`src/rtl/rv32i_pkg.sv`:
```
// Shared RV32I encoding constants, expander FSM states and instruction-word builders.
// Imported by the load-immediate splitter and expander.
package rv32i_pkg;

   localparam logic [6:0]  OPC_LUI    = 7'b0110111;
   localparam logic [6:0]  OPC_OP_IMM = 7'b0010011;
   localparam logic [2:0]  F3_ADDI    = 3'b000;
   localparam logic [31:0] NOP_WORD   = 32'h00000013;

   typedef enum logic [1:0] {
      IDLE   = 2'd0,
      FIRST  = 2'd1,
      SECOND = 2'd2
   } li_state_e;

   function automatic logic [31:0] enc_lui(input logic [19:0] imm20, input logic [4:0] rd);
      return {imm20, rd, OPC_LUI};
   endfunction

   function automatic logic [31:0] enc_addi(input logic [11:0] imm12, input logic [4:0] rs1,
                                            input logic [4:0] rd);
      return {imm12, rs1, F3_ADDI, rd, OPC_OP_IMM};
   endfunction

endpackage

```
`src/rtl/li_splitter.sv`:
```
// Combinational classifier: turns a 32-bit constant and rd into the minimal
// ADDI / LUI / LUI+ADDI instruction sequence.
module li_splitter
   import rv32i_pkg::*;
(
   input  logic [31:0] value,
   input  logic [4:0]  rd,
   output logic [1:0]  word_count,
   output logic [31:0] first_word,
   output logic [31:0] second_word
);

   logic        fits_s12;
   logic        lo_zero;
   logic [19:0] hi_adj;

   assign fits_s12 = (value[31:11] == {21{value[31]}});
   assign lo_zero  = (value[11:0] == 12'd0);
   // ADDI sign-extends lo12, so pre-compensate the upper part when bit 11 is set.
   assign hi_adj   = value[31:12] + {19'd0, value[11]};

   always_comb begin
      word_count  = 2'd1;
      first_word  = NOP_WORD;
      second_word = enc_addi(value[11:0], rd, rd);
      if (rd == 5'd0) begin
         word_count = 2'd1;
         first_word = NOP_WORD;
      end else if (fits_s12) begin
         word_count = 2'd1;
         first_word = enc_addi(value[11:0], 5'd0, rd);
      end else if (lo_zero) begin
         word_count = 2'd1;
         first_word = enc_lui(value[31:12], rd);
      end else begin
         word_count = 2'd2;
         first_word = enc_lui(hi_adj, rd);
      end
   end

endmodule

```
`src/rtl/li_expander.sv`:
```
// Load-immediate expander: accepts {rd, value} requests and streams the RV32I words
// that materialise the constant over a valid/ready output with registered outputs.
module li_expander
   import rv32i_pkg::*;
(
   input  logic        clk,
   input  logic        reset,
   input  logic        in_valid,
   output logic        in_ready,
   input  logic [4:0]  in_rd,
   input  logic [31:0] in_value,
   output logic        out_valid,
   input  logic        out_ready,
   output logic [31:0] out_instr,
   output logic        out_last
);

   li_state_e   state_q, state_d;
   logic [31:0] instr_q, instr_d;
   logic        last_q, last_d;
   logic [31:0] second_q, second_d;

   logic [1:0]  split_count;
   logic [31:0] split_first;
   logic [31:0] split_second;
   logic        in_hs;
   logic        out_hs;

   li_splitter u_splitter (
      .value       (in_value),
      .rd          (in_rd),
      .word_count  (split_count),
      .first_word  (split_first),
      .second_word (split_second)
   );

   assign out_valid = (state_q != IDLE);
   assign out_instr = instr_q;
   assign out_last  = last_q;
   // A new request may enter in the same cycle the final word of the current one leaves.
   assign in_ready  = !reset && ((state_q == IDLE) || (out_valid && last_q && out_ready));
   assign in_hs     = in_valid && in_ready;
   assign out_hs    = out_valid && out_ready;

   always_comb begin
      state_d  = state_q;
      instr_d  = instr_q;
      last_d   = last_q;
      second_d = second_q;
      if (in_hs) begin
         state_d  = FIRST;
         instr_d  = split_first;
         last_d   = (split_count == 2'd1);
         second_d = split_second;
      end else if (out_hs) begin
         case (state_q)
            FIRST: begin
               if (!last_q) begin
                  state_d = SECOND;
                  instr_d = second_q;
                  last_d  = 1'b1;
               end else begin
                  state_d = IDLE;
               end
            end
            SECOND:  state_d = IDLE;
            default: state_d = IDLE;
         endcase
      end else begin
         state_d = state_q;
      end
   end

   always_ff @(posedge clk) begin
      if (reset) begin
         state_q  <= IDLE;
         instr_q  <= 32'd0;
         last_q   <= 1'b0;
         second_q <= 32'd0;
      end else begin
         state_q  <= state_d;
         instr_q  <= instr_d;
         last_q   <= last_d;
         second_q <= second_d;
      end
   end

endmodule

```
`config.mk`:
```
export PLATFORM = sky130hd
export DESIGN_NAME = li_expander
export DESIGN_NICKNAME = d
export VERILOG_FILES = /design/src/rtl/rv32i_pkg.sv /design/src/rtl/li_splitter.sv /design/src/rtl/li_expander.sv
export SDC_FILE = /design/constraint.sdc
export NUM_CORES = 1
export LEC_CHECK = 0
export ABC_AREA = 1
export BUFFER_PORTS_ARGS = -buffer_cell sky130_fd_sc_hd__clkbuf_2
export CAP_MARGIN = 20
export CORE_AREA = 2 2 76 78
export CTS_BUF_LIST = sky130_fd_sc_hd__clkbuf_8
export CTS_CLUSTER_DIAMETER = 60
export CTS_CLUSTER_SIZE = 28
export DETAILED_ROUTE_END_ITERATION = 12
export DIE_AREA = 0 0 78 80
export PLACE_DENSITY = 0.89
export REMOVE_ABC_BUFFERS = 1
export SYNTH_ARGS = -nofsm -noshare
export SYNTH_HDL_FRONTEND = slang
export SYNTH_SLANG_ARGS = --single-unit
export TNS_END_PERCENT = 50
```
`constraint.sdc`:
```
create_clock -name clk -period 1.82 [get_ports clk]
set_input_delay 0.273 -clock clk [delete_from_list [all_inputs] [get_ports clk]]
set_output_delay 0.273 -clock clk [all_outputs]
set_load 0.05 [all_outputs]
```
After elaboration in Yosys (flattened, before gate mapping)
Cells that the tools add are included.
{"block": "classes", "add_sub_neg": 1, "n_eq_ne": 4, "n_reduce_logical": 16, "muxes": 17}
{"op": "32-bit 2-to-1 mux", "count": 7}
{"op": "20-bit by 1-bit adder with 20-bit output", "count": 1}
{"op": "20-bit equality test", "count": 1}
{"op": "12-bit logical NOT", "count": 1}
{"op": "2-bit 2-to-1 mux", "count": 5}
{"op": "2-bit nonzero test", "count": 3}
{"op": "1-bit logical AND", "count": 5}
{"op": "5-bit logical NOT", "count": 1}
{"op": "1-bit 2-to-1 mux", "count": 5}
{"op": "2-bit by 1-bit equality test with 1-bit output, second input constant", "count": 2}
{"op": "3-bit AND reduction", "count": 1}
{"op": "2-bit logical NOT", "count": 1}
{"op": "2-bit by 1-bit != test with 1-bit output, second input constant", "count": 1}
{"op": "2-bit AND reduction", "count": 1}
{"op": "2-bit OR reduction", "count": 1}
{"op": "1-bit logical NOT", "count": 1}
{"op": "1-bit logical OR", "count": 1}
{"block": "word_totals", "reg_bits": 60, "elab_cells": 43, "in_bits": 41}

Logic depth before layout (Yosys ltp)
{"block": "logic_depth", "ltp_word": 8, "ltp_mapped": 13, "ltp_nobuf": 13}

By module
Synthesis repeated with hierarchy kept, for this count alone.
{"block": "unflattened", "hier_cells": 715, "hier_area_um2": 4375.4}
{"module": "li_expander", "seq_area_each_um2": 1341.3, "area_each_um2": 2885.3, "cells_each": 410, "instances": 1}
{"module": "li_splitter", "seq_area_each_um2": 0.0, "area_each_um2": 1490.2, "cells_each": 305, "instances": 1}

Worst setup path before layout
No wires, ideal clock.
{"block": "synth_path", "kind": "register to register", "start": "register last_q (netlist: out_last)", "end": "register last_q (netlist: out_last)", "n_path_buf": 1, "arrival_ps": 1938, "path_stages_with_launch": 11, "path_slack_ps": -229, "cell_sequence": "dfxtp_1 > nand2_1 > a21oi_4 > nand2_2 > buf_6 > nor2_4 > nand2_1 > inv_2 > nand3_1 > nand3_1 > inv_1"}
{"block": "synth_via", "elab_chain_cells": 7}
{"item": "start: declaration", "line_no": "li_expander.sv:20", "source": "logic last_q, last_d;"}
{"item": "start signal: assignment", "line_no": "li_expander.sv:83", "source": "last_q <= last_d;"}
{"item": "1-bit logical AND * (2 in series)", "line_no": "li_expander.sv:41", "source": "assign in_ready = !reset && ((state_q == IDLE) || (out_valid && last_q && out_ready));"}
{"item": "1-bit logical OR *", "line_no": "li_expander.sv:41"}
{"item": "1-bit logical AND *", "line_no": "li_expander.sv:41"}
{"item": "named net in_ready", "line_no": "li_expander.sv:9", "source": "output logic in_ready,"}
{"item": "1-bit logical AND *", "line_no": "li_expander.sv:42", "source": "assign in_hs = in_valid && in_ready;"}
{"item": "2-bit nonzero test (no source line)"}
{"item": "2-bit AND reduction (no source line)"}
The timed path passes the listed nets; every way through them passes the cells marked *.
A chain may end at the register's enable or synchronous reset.

Worst setup path after layout
{"block": "layout_path", "start": "register state_q[1]", "end": "register instr_q[16] (netlist: out_instr[16])"}
{"block": "layout_via", "elab_chain_cells": 8}
{"item": "start: declaration", "line_no": "li_expander.sv:18", "source": "li_state_e state_q, state_d;"}
{"item": "start signal: assignment", "line_no": "li_expander.sv:81", "source": "state_q <= state_d;"}
{"item": "2-bit nonzero test", "line_no": "li_expander.sv:37", "source": "assign out_valid = (state_q != IDLE);"}
{"item": "1-bit logical AND (2 in series)", "line_no": "li_expander.sv:41"}
{"item": "1-bit logical OR", "line_no": "li_expander.sv:41"}
{"item": "1-bit logical AND", "line_no": "li_expander.sv:41"}
{"item": "1-bit logical AND", "line_no": "li_expander.sv:42"}
{"item": "2-bit by 1-bit != test with 1-bit output (no source line) / 2-bit nonzero test (equally long branches)"}
{"item": "3-bit AND reduction (no source line)"}
{"item": "end signal: assignment", "line_no": "li_expander.sv:82", "source": "instr_q <= instr_d;"}
{"item": "end: declaration", "line_no": "li_expander.sv:19", "source": "logic [31:0] instr_q, instr_d;"}
Several ways; a longest one is shown, not always the timed one.

==> results.cfg <==
[synth]
synth.top_cell.area_share = 0.329
synthAdderAreaFrac = 0.00857
yosys.area_share.simple = 0.372
synth-xor-area-share = 0.0180
syn_avg_cell_area_um2 = 6.05
ys_warn_count = 0
synth_area_leader_cell = dfxtp_1
ys_seq_elements = 48
ys_types = 30
synthTopCellsByArea = dfxtp_1, nand2_1, nor2_1
muxShareOfSynthArea = 0
synth_most_common_cell = nand2_1
syn_area_um2 = 2920
synth_edf_count = 0
yosys-top-cells-count = nand2_1, nor2_1, o21ai_0
synth_compound_area_frac = 0.177
synth_flop_cell = dfxtp_1
syn_inst = 483
async_flop_share = 0
ys_seq_area_frac = 0.329
synth_top_family_by_area = simple AND/OR/NAND/NOR gates

[critical_path]
r2r-start = state_q[1]
arrival_ps = 1830
critPathKind = flop to flop
path_cells = or2_4 -> a21oi_4 -> nand2_2 -> nand2_2 -> buf_12 -> o21ai_0 -> a31oi_1
crit_cells = 7
rr_worst_depth = 7
crit_buf_inv = 1
r2r_end = out_instr[16]
cp_top_family = simple AND/OR/NAND/NOR gates
required_ps = 2060
crit_path_end = out_instr[16]
reg2reg_slack_ps = 230
cp-end-kind = flop
crit_fanout = 19
cpPeakStageDelay_ps = 340
timing.critical_path.from = state_q[1]
critPathMostFrequentCell = nand2_2
worst_setup_path_start_kind = flop
cp_slowest_cell = dfxtp_1

[floorplan]
boundaryPins = 76
initial_core_util = 0.541
coreArea_um2 = 5410
die_area_um2 = 6240
rows = 27
die_x_um = 78
die_h_um = 80

[clock_network]
clk_latency_ps = 310
cts.htree.levels = 2
numCtsBuffers = 5
clk_pin_slew_ps = 90
clockRootBuffer = clkbuf_8
cts_tree = done
clock_sinks = 48
hold_buffers = 0
clock_path_buffers = 2
cts_resized = 0
cts_setup_buffers = 0

[drt]
drtIter0Drc = 181
routed_via_density = 5.32
drc = 0
drt_first_pass_iters = 5
wl_mm = 7.98
vias = 3351
ant_nets = 0
wl_per_cell_um = 12.7

[grt]
track_usage = 0.257
grt_pass1_vias = 2906
antenna_found_initial = 0
grt_pass1_wl_mm = 12.9
gr-total-overflow = 0
grt_max_degree = 28

[sta]
fin_crit_sh = 0.874
tns_ps = 0
fin_ws_ps = 229
setup_viol_count_final = 0
fmax_ghz = 0.629
fin_skew_ps = 3.51
whs_ps = 214
rsz0062_at_grt = false
hold_viol = 0
slew_violations = 0
min_period_ps = 1590

[placement]
place_ws_ps = 35.5
portBuffers = 73
gp_congestion = 0.894
hpwl_mm = 6.05
placed_cell_area_um2 = 3390
place_inst = 622

[cells_and_area]
areaGrowthSynthToFinish_pct = 20.7
diodes = 0
multi_input_area_um2 = 1690
layout.cells.non_filler = 630
seq_area_um2 = 961
nFillCells = 516
final_cell_area_um2 = 3530
fin_nets = 600
layout-drive-gt1-share = 0.203

[pwr]
power.leakage_nw = 1.76
ir_worst_vdd_mv = 0.481
power.density_nw_per_um2 = 836

[run]
cap_viol_max_count = 0

[hold_path]
holdCritPathClass = input port to flop

[run_status]
outcome = complete, no violations
power by group:
group | total [mW] | internal [mW] | switching [mW]
Sequential | 1.18 | 1.14 | 0.0447
Clock | 0.932 | 0.553 | 0.379
Combinational | 0.832 | 0.227 | 0.605
final cells by class:
| class | instances | share of cell area |
|---|---|---|
| multi-input cells | 375 | 0.479 |
| flip-flops and latches | 48 | 0.273 |
| repair buffers | 91 | 0.145 |
| inverters | 36 | 0.0383 |
| well taps | 72 | 0.0256 |
| clock buffers | 5 | 0.0195 |
| clock inverters | 3 | 0.0195 |
layout by cell type, fill, tap and decap left out, drive strengths merged:
master  Yosys  final
a21oi      36     36
a31oi       4      4
buf        15     18
bufinv      0      2
clkbuf     10     78
conb        1      2
dfxtp      48     48
ha          2      2
inv        36     37
nand2     168    168
nand3      16     16
nand3b      1      1
nand4       5      5
nor2       72     72
nor3        3      3
nor4        2      2
o21ai      50     50
o21bai      3      3
o22ai       1      1
o31ai       1      1
or2         3      3
xor2        6      6
worst min-delay path by stage:
stage	start	depth (start not counted)	slack, ps	to
2_1_floorplan	reset	1	340	out_instr[12]
3_3_place_gp	second_q[4]	2	440	second_q[4]
4_1_cts	in_value[2]	3	210	second_q[22]
6_report	out_ready	2	210	state_q[0]
5_1_grt	in_value[8]	3	210	second_q[28]
3_5_place_dp	second_q[4]	2	450	second_q[4]
sequential cells by signal, summed over array words and instances (netlist names):
name,flops
out_instr,27
second_q,18
state_q,2
out_last,1
metrics by stage:
step,utilization,power [mW]
after floorplan,-,1.76
after global placement,0.627,2.02
after detailed placement,0.627,2.03
after CTS,0.652,2.96
after global routing,0.652,3.07
final,0.652,2.95
per-layer routing:
layer / vias up / part of all wire / track usage / routed length (µm)
met2: 133 / 0.47 / 0.439 / 3750
met5: - / 0 / 0 / 0
li1: 1688 / - / - / -
met3: 16 / 0.073 / 0.0509 / 585
met1: 1514 / 0.44 / 0.325 / 3480
met4: 0 / 0.020 / 0.0860 / 159
cell families after synthesis:
logic type / count (synthesis)
flops: 48
buf+inv: 61
xor+xnor: 6
fa+ha+maj: 2
compound gates: 95
other cells: 1
simple gates: 270
No activity file was read; power rests on OpenSTA's default activity.
